<file path="config.mk">
export PLATFORM = sky130hd
export DESIGN_NAME = shift_key_ctrl
export DESIGN_NICKNAME = d
export VERILOG_FILES = /design/src/rtl/shift_key_ctrl.sv
export SDC_FILE = /design/constraint.sdc
export NUM_CORES = 1
export LEC_CHECK = 0
export BUFFER_PORTS_ARGS = -buffer_cell sky130_fd_sc_hd__clkbuf_2
export CAP_MARGIN = 20
export CORE_UTILIZATION = 50
export DETAILED_ROUTE_END_ITERATION = 8
export GPL_TIMING_DRIVEN = 0
export PLACE_DENSITY = 0.73
export SLEW_MARGIN = 20
export SYNTH_ARGS = -nofsm -noshare
export SYNTH_HDL_FRONTEND = slang
export SYNTH_SLANG_ARGS = --single-unit
</file>
<file path="constraint.sdc">
create_clock -name clk -period 1.8 [get_ports clk]
set_clock_uncertainty 0.05 [all_clocks]
set_input_delay 0.09 -clock clk [delete_from_list [all_inputs] [get_ports clk]]
set_output_delay 0.09 -clock clk [all_outputs]
set_load 0.02 [all_outputs]
</file>
<file path="src/rtl/shift_key_ctrl.sv">
// Key-driven shift controller: sequences a message through a rotating shift key
// and registers per-byte controls for the shift stage. Optional SHIFT_KEY_CTRL_BACKPRESSURE_EN adds pipe_stall.
module shift_key_ctrl (
  input  logic       clk,
  input  logic       rst,
  input  logic       key_wr,
  input  logic [2:0] key_addr,
  input  logic [2:0] key_data,
  input  logic [2:0] key_len,
  input  logic       start,
  input  logic       mode_in,
  input  logic [7:0] msg_len,
  input  logic       in_valid,
  input  logic [7:0] in_data,
  output logic       in_ready,
`ifdef SHIFT_KEY_CTRL_BACKPRESSURE_EN
  input  logic       pipe_stall,
`endif
  output logic       pipe_en,
  output logic       pipe_shift_en,
  output logic       pipe_mode,
  output logic       pipe_upper,
  output logic       pipe_lower,
  output logic [2:0] pipe_shift_amt,
  output logic [7:0] pipe_data,
  output logic       busy,
  output logic       done,
  output logic [1:0] state_dbg
);

  // Handshake: a byte transfers on any rising edge where in_valid && in_ready;
  // in_valid may be raised freely, in_ready depends only on state (and stall).
  typedef enum logic [1:0] {S_IDLE = 2'd0, S_RUN = 2'd1, S_DONE = 2'd2} state_t;

  state_t     state_q, state_d;
  logic [2:0] key_q [8];
  logic [2:0] key_len_q;
  logic [2:0] key_idx_q;
  logic [7:0] msg_len_q;
  logic [7:0] byte_cnt_q;
  logic       mode_q;

  logic accept;
  logic honour_start;
  logic last_byte;
  logic is_upper;
  logic is_lower;

`ifdef SHIFT_KEY_CTRL_BACKPRESSURE_EN
  assign in_ready = (state_q == S_RUN) && !pipe_stall;
`else
  assign in_ready = (state_q == S_RUN);
`endif

  assign accept       = in_valid && in_ready;
  assign honour_start = (state_q == S_IDLE) && start && (msg_len != 8'd0);
  assign last_byte    = (byte_cnt_q + 8'd1) == msg_len_q;
  assign is_upper     = (in_data >= 8'd65) && (in_data <= 8'd90);
  assign is_lower     = (in_data >= 8'd97) && (in_data <= 8'd122);

  assign busy      = (state_q != S_IDLE);
  assign done      = (state_q == S_DONE);
  assign state_dbg = state_q;

  always_comb begin
    state_d = state_q;
    case (state_q)
      S_IDLE:  if (honour_start) state_d = S_RUN;
      S_RUN:   if (accept && last_byte) state_d = S_DONE;
      S_DONE:  state_d = S_IDLE;
      default: state_d = S_IDLE;
    endcase
  end

  always_ff @(posedge clk or negedge rst) begin
    if (!rst) state_q <= S_IDLE;
    else      state_q <= state_d;
  end

  always_ff @(posedge clk or negedge rst) begin
    if (!rst) begin
      for (int i = 0; i < 8; i++) key_q[i] <= 3'd0;
    end else if ((state_q == S_IDLE) && key_wr) begin
      key_q[key_addr] <= key_data;
    end
  end

  // Only alpha bytes consume a key entry; the index wraps at the latched length.
  always_ff @(posedge clk or negedge rst) begin
    if (!rst) begin
      mode_q     <= 1'b0;
      key_len_q  <= 3'd0;
      msg_len_q  <= 8'd0;
      key_idx_q  <= 3'd0;
      byte_cnt_q <= 8'd0;
    end else if (honour_start) begin
      mode_q     <= mode_in;
      key_len_q  <= key_len;
      msg_len_q  <= msg_len;
      key_idx_q  <= 3'd0;
      byte_cnt_q <= 8'd0;
    end else if (accept) begin
      byte_cnt_q <= byte_cnt_q + 8'd1;
      if (is_upper || is_lower)
        key_idx_q <= (key_idx_q == key_len_q) ? 3'd0 : key_idx_q + 3'd1;
    end
  end

  always_ff @(posedge clk or negedge rst) begin
    if (!rst) begin
      pipe_en        <= 1'b0;
      pipe_shift_en  <= 1'b0;
      pipe_mode      <= 1'b0;
      pipe_upper     <= 1'b0;
      pipe_lower     <= 1'b0;
      pipe_shift_amt <= 3'd0;
      pipe_data      <= 8'd0;
    end else begin
      pipe_en <= accept;
      if (accept) begin
        pipe_shift_en  <= is_upper || is_lower;
        pipe_mode      <= mode_q;
        pipe_upper     <= is_upper;
        pipe_lower     <= is_lower;
        pipe_shift_amt <= key_q[key_idx_q];
        pipe_data      <= in_data;
      end
    end
  end

endmodule

</file>
==> flow_metrics.env, run 1 <==
export IMPL_drive_gt1_frac=0.339
export IMPL_antenna_left=0
export IMPL_synthesis_area_um2=3080
export IMPL_grt_pass1_vias=2335
export IMPL_track_usage=0.229
export IMPL_drc=0
export IMPL_place_area_um2=3480
export IMPL_grt_pass1_wl_um=11000
export IMPL_criticalPathCategory="flop to flop"
export IMPL_cp_arrival_ps=2090
export IMPL_dp_hpwl_um=4470
export IMPL_max_cap_viol_count=0
export IMPL_async_flop_share=1.00
export IMPL_die_w_um=80.5
export IMPL_ys_seq_area_frac=0.527
export IMPL_critPathLaunchType="flop"
export IMPL_vdd_ir_drop_max_mv=0.936
export IMPL_synth_flop_cell="dfrtp_1"
export IMPL_wirelength_um=6670
export IMPL_final_cells=435
export IMPL_yosys_warnings=0
export IMPL_cts_sink_count=65
export IMPL_fin_ws_ps=-114
export IMPL_grt_start_max_net_pins=46
export IMPL_setup_viol=1
export IMPL_cts_root_buf="clkbuf_8"
export IMPL_yosysUniqueCellTypes=49
export IMPL_avgSynthCellArea_um2=11.4
export IMPL_fin_nets=389
export IMPL_gp_congestion=0.798
export IMPL_reg2reg_slack_ps=-110
export IMPL_period_minus_slack_ps=1910
export IMPL_final_area_um2=3960
export IMPL_min_path_type="input port to flop"
export IMPL_dr_total_vias=2397
export IMPL_cts_tree="built"
export IMPL_finalMaxSlewViolations=0
export IMPL_fmaxAchievable_ghz=0.523
export IMPL_critPathRequiredTime_ps=1970
export IMPL_routedWlPerCell_um=15.3
export IMPL_violations="setup timing"
export IMPL_critPathMaxFanout=4
export IMPL_post_route_util=0.668
export IMPL_worst_setup_path_end_kind="flop"
export IMPL_power_leakage_nw=1.85
export IMPL_dr_pass1_iters=4
export IMPL_ios=52
export IMPL_routed_via_density=5.51
export IMPL_tns_ps=-114
export IMPL_clkTransAtPathRegs_ps=70
export IMPL_wl_met1_um=2920
export IMPL_cts_inserted_buffers=9
export IMPL_status="finished with violations"
export IMPL_highest_layer="met4"
export IMPL_met3WireLength_um=255
export IMPL_cts_max_level=3
export IMPL_die_y_um=80.5
export IMPL_synthesis_nets=303
export IMPL_relSlewSlack=0.676
export IMPL_syn2layout_area_growth_pct=28.2
export IMPL_netlist_instances=270
export IMPL_yosysTopAreaCellShare=0.527
export IMPL_min_period_over_period=1.06
export IMPL_power_density_nw_per_um2=1430
export IMPL_hold_ws_ps=62.8
export IMPL_p_total_mw=5.66
export IMPL_synth_edf_count=0
export IMPL_pre_cts_ws_ps=-177
export IMPL_rows=28
export IMPL_clockBufferDepth=2
export IMPL_dp_cells=397
export IMPL_clock_latency_ps=330
export IMPL_start_util=0.521
export IMPL_rsz0062_at_grt="yes"
export IMPL_io_buffers=51
export IMPL_synth_area_leader_cell="dfrtp_1"
export IMPL_antenna_cells=0
export IMPL_die_area_um2=6490
export IMPL_grt_ovfl_total=0
export IMPL_antenna_found_initial=0
export IMPL_hold_viol=0
export IMPL_worst_pin_slew_ps=485
export IMPL_wl_met2_um=3340
export IMPL_coreArea_um2=5920
export IMPL_dr_first_iter_drc_count=166
export IMPL_synth_seq_cells=65
export IMPL_synth_top_cells_by_area="dfrtp_1, mux2_2, nand2_1"
==> synth_stat cells (all sizes together), types with 4 or more instances <==
cell and number:
o21ai 11, nand3 5, a21oi 8, and3 5, dfrtp 65, buf 4, nand2 49, xnor2 10
mux2 36, mux4 6, o31ai 4, nor2 16, or4 4, clkbuf 8, nor2b 4
==> worst max-delay path, stage by stage (launching register included) <==
cell and delay [ps]:
dfrtp_1 440, ha_4 210, xnor2_1 200, xnor2_1 80, nor4_1 370, o311ai_1 230, o22a_1 220
==> power breakdown <==
part	switching, mW	internal (mW)
clock network	0.539	0.704
registers	0.385	2.06
logic	0.953	1.02
total	1.88	3.78
==> per-layer routing <==
metal | track usage | vias to the layer above
met2 | 0.371 | 67
met3 | 0.0398 | 16
met4 | 0.120 | 0
li1 | - | 1131
met5 | 0 | -
met1 | 0.292 | 1183
==> logic make-up (layout without fill, tap and decap cells) <==
group,Yosys count,after routing,synth area share
compound gates,33,33,0.0669
xor+xnor,12,12,0.0341
fa+ha+maj,2,2,0.00811
buf+inv,14,104,0.0211
flops,65,65,0.527
mux,45,45,0.185
simple gates,99,99,0.157
==> state kept, by name (all words and copies together), names as in the netlist, 2 cells and up <==
signal,flops
state_dbg,2
key_q,24
key_idx_q,3
msg_len_q,8
pipe_shift_amt,3
byte_cnt_q,8
key_len_q,3
pipe_data,8
==> path summary, 6_finish.rpt <==
kind                       cells past startpoint                       from                        end
max                                            6  byte_cnt_q[0]$_DFFE_PN0P_   state_dbg[0]$_DFFE_PN0P_
min                                            2                key_data[0]       key_q[9]$_DFFE_PN0P_
max reg2reg                                    6  byte_cnt_q[0]$_DFFE_PN0P_   state_dbg[0]$_DFFE_PN0P_
min reg2reg                                    2         mode_q$_DFFE_PN0P_      pipe_mode$_DFFE_PN0P_
max in group asynchronous                      3                        rst  byte_cnt_q[1]$_DFFE_PN0P_
min in group asynchronous                      2                        rst   pipe_data[3]$_DFFE_PN0P_
==> final cells by class <==
type / instances / area [µm²]
clock buffers: 12 / 155
plain buffers: 11 / 57.6
multi-input cells: 191 / 1450
inverters: 2 / 12.5
fillers: 452 / 1970
flip-flops and latches: 65 / 1630
repair buffers: 76 / 518
clock inverters: 3 / 40.0
well taps: 75 / 93.8
==> layout by cell type, fill, tap and decap left out, drive strengths merged, types with 3 or more instances in the layout <==
cell type    Yosys  final
dlygate4sd3      0     21
nand3            5      5
buf              4      7
o21ai           11     11
dfrtp           65     65
mux4             6      6
and3             5      5
o31ai            4      4
xnor2           10     10
or3              3      3
or4              4      4
mux2i            3      3
nor2            16     16
a21oi            8      8
clkbuf           8     71
clkinv           1      3
mux2            36     36
nor2b            4      4
nand2           49     49
==> timing repair <==
action                     in CTS  in global routing
setup endpoints to repair      33                 19
hold buffers                   21                  0
buffers inserted                2                  1
hold endpoints to repair       86                  0
pin swaps                       0                  1
resized for setup               5                 10
No activity file was read; power rests on OpenSTA's default activity.
==> run 2: changes to the inputs <==
ABC_AREA = 1   (was default)
==> run 2 against run 1 <==
Against the previous run: the run now ends clean; routed wire length grew 14%; area after synthesis increased by 0.69%; cell area about the same; sequential share of layout area hardly changed; fmax grew 14%; synthesized cell count up 41%; combinational power grew 12%; via count is 18% higher; final cell count rose by 26%; critical path depth up 5; critical path type unchanged; critical endpoint unchanged; largest cell class unchanged; largest power group unchanged.
==> flow_metrics.env, run 2 <==
export IMPL_final_area_um2=3950
export IMPL_hp_start="in_data[4]"
export IMPL_die_y_um=80.8
export IMPL_dr_pass1_iters=5
export IMPL_setup_viol=0
export IMPL_dr_total_vias=2835
export IMPL_cts_max_level=3
export IMPL_power_density_nw_per_um2=1560
export IMPL_clock_latency_ps=340
export IMPL_coreArea_um2=5960
export IMPL_min_path_type="input port to flop"
export IMPL_dp_hpwl_um=5160
export IMPL_cp_arrival_ps=1860
export IMPL_largest_reg_flops=24
export IMPL_criticalPathCategory="flop to flop"
export IMPL_cts_root_buf="clkbuf_8"
export IMPL_synthesis_area_um2=3110
export IMPL_grt_pass1_wl_um=12200
export IMPL_yosysUniqueCellTypes=29
export IMPL_synth_seq_cells=65
export IMPL_fin_ws_ps=116
export IMPL_syn2layout_area_growth_pct=27.3
export IMPL_fin_nets=500
export IMPL_grt_start_max_net_pins=34
export IMPL_critPathMaxFanout=5
export IMPL_antenna_found_initial=0
export IMPL_finalMaxSlewViolations=0
export IMPL_start_util=0.521
export IMPL_reg2reg_slack_ps=120
export IMPL_synth_edf_count=0
export IMPL_synth_area_leader_cell="dfrtp_1"
export IMPL_wirelength_um=7580
export IMPL_final_cell_mix="nand2_1, dfrtp_1, clkbuf_2, o21ai_0, inv_1"
export IMPL_power_leakage_nw=1.99
export IMPL_yosys_warnings=0
export IMPL_hold_viol=0
export IMPL_relSlewSlack=0.648
export IMPL_rows=28
export IMPL_async_flop_share=1.00
export IMPL_critPathLaunchType="flop"
export IMPL_synthTopCellsByCount="nand2_1, dfrtp_1, o21ai_0"
export IMPL_synth_flop_cell="dfrtp_1"
export IMPL_gp_congestion=0.824
export IMPL_worst_pin_slew_ps=524
export IMPL_synth_top_cells_by_area="dfrtp_1, nand2_1, o21ai_0"
export IMPL_die_w_um=80.8
export IMPL_fmaxAchievable_ghz=0.594
export IMPL_clkTransAtPathRegs_ps=70
export IMPL_drc=0
export IMPL_r2r_start="byte_cnt_q[0]$_DFFE_PN0P_"
export IMPL_ys_seq_area_frac=0.524
export IMPL_io_buffers=51
export IMPL_post_route_util=0.664
export IMPL_max_cap_viol_count=0
export IMPL_routed_via_density=5.18
export IMPL_cts_setup_buffers=0
export IMPL_period_minus_slack_ps=1680
export IMPL_drive_gt1_frac=0.199
export IMPL_cts_inserted_buffers=9
export IMPL_place_area_um2=3480
export IMPL_cts_tree="built"
export IMPL_p_total_mw=6.15
export IMPL_cts_sink_count=65
export IMPL_final_common_cell="nand2_1"
export IMPL_routedWlPerCell_um=13.9
export IMPL_whs_path_depth=3
export IMPL_antenna_left=0
export IMPL_rsz0062_at_grt="no"
export IMPL_netlist_instances=381
export IMPL_regMostFlops="key_q"
export IMPL_grt_pass1_vias=2673
export IMPL_yosysTopAreaCellShare=0.524
export IMPL_min_period_over_period=0.936
export IMPL_yosysMostFrequentCell="nand2_1"
export IMPL_pre_cts_ws_ps=116
export IMPL_vdd_ir_drop_max_mv=0.801
export IMPL_min_to="pipe_data[4]$_DFFE_PN0P_"
export IMPL_status="finished, final reports clean"
export IMPL_synthesis_nets=414
export IMPL_clockBufferDepth=2
export IMPL_track_usage=0.252
export IMPL_worst_setup_path_end_kind="flop"
export IMPL_avgSynthCellArea_um2=8.15
export IMPL_die_area_um2=6530
export IMPL_ios=52
export IMPL_dr_first_iter_drc_count=168
export IMPL_rr_worst_depth=11
export IMPL_grt_ovfl_total=0
export IMPL_tns_ps=0
export IMPL_critPathRequiredTime_ps=1970
export IMPL_worstReg2RegEnd="state_dbg[0]$_DFFE_PN0P_"
export IMPL_antenna_cells=0
-- run 2: kinds of logic (layout without fill, tap and decap cells) --
kind of cell	after synthesis	after routing	synth area share
flip-flops	65	65	0.524
AND/OR/NAND/NOR	191	191	0.270
adder cells (fa/ha/maj)	2	2	0.00806
AO/OA/AOI/OAI	69	69	0.122
XOR/XNOR	6	6	0.0169
buffers and inverters	48	139	0.0592
-- run 2: worst max-delay path: stages, from the launching register on --
cell,delay [ps]
dfrtp_2,450
ha_2,230
nand3_1,150
nand2_1,80
nand2_1,120
nor2_1,60
nor2_2,110
nand2_1,60
nor2_2,90
nand2_2,60
nand2_1,50
nand2_1,50
-- run 2: stage by stage --
step	std cells	hold slack [ps]
finish	547	43.2
global route	547	23.5
CTS	547	14.7
detailed placement	508	51.8
global placement	507	240
floorplan	381	-256
-- run 2: layout make-up --
type	instances	area (µm²)
clock inverter	7	118
buffer	8	33.8
sequential	65	1630
clock buffer	9	124
tap	75	93.8
fill	493	2000
multi-input combinational	268	1300
timing repair buffer	75	508
inverter	40	150
-- run 2: power by group --
group	switching [mW]	total, mW	leakage, nW	internal, mW
logic	1.38	2.20	1.04	0.820
clock network	0.576	1.50	0.124	0.922
registers	0.404	2.45	0.818	2.05
-- run 2: worst max path at each step --
stage | start | end | slack [ps] | depth (start not counted)
after floorplan | byte_cnt_q[0]$_DFFE_PN0P_ | state_dbg[0]$_DFFE_PN0P_ | 290 | 9
after global placement | byte_cnt_q[0]$_DFFE_PN0P_ | state_dbg[0]$_DFFE_PN0P_ | 150 | 9
after detailed placement | byte_cnt_q[0]$_DFFE_PN0P_ | state_dbg[0]$_DFFE_PN0P_ | 120 | 11
after CTS | byte_cnt_q[0]$_DFFE_PN0P_ | state_dbg[0]$_DFFE_PN0P_ | 50 | 9
after global routing | byte_cnt_q[0]$_DFFE_PN0P_ | state_dbg[0]$_DFFE_PN0P_ | 0.4 | 9
final | byte_cnt_q[0]$_DFFE_PN0P_ | state_dbg[0]$_DFFE_PN0P_ | 120 | 11
-- run 2: per-layer routing --
metal  track usage  vias to the layer above  part of all wire
li1              -                     1413                 -
met1         0.322                     1307              0.44
met2         0.408                       98              0.48
met3        0.0685                       17             0.053
met4        0.0964                        0             0.028
met5             0                        -                 0
-- run 2: what timing repair did --
action,in CTS,in global routing
hold buffers,23,0
setup endpoints to repair,0,1
gates resized for setup,0,3
hold endpoints to repair,57,0
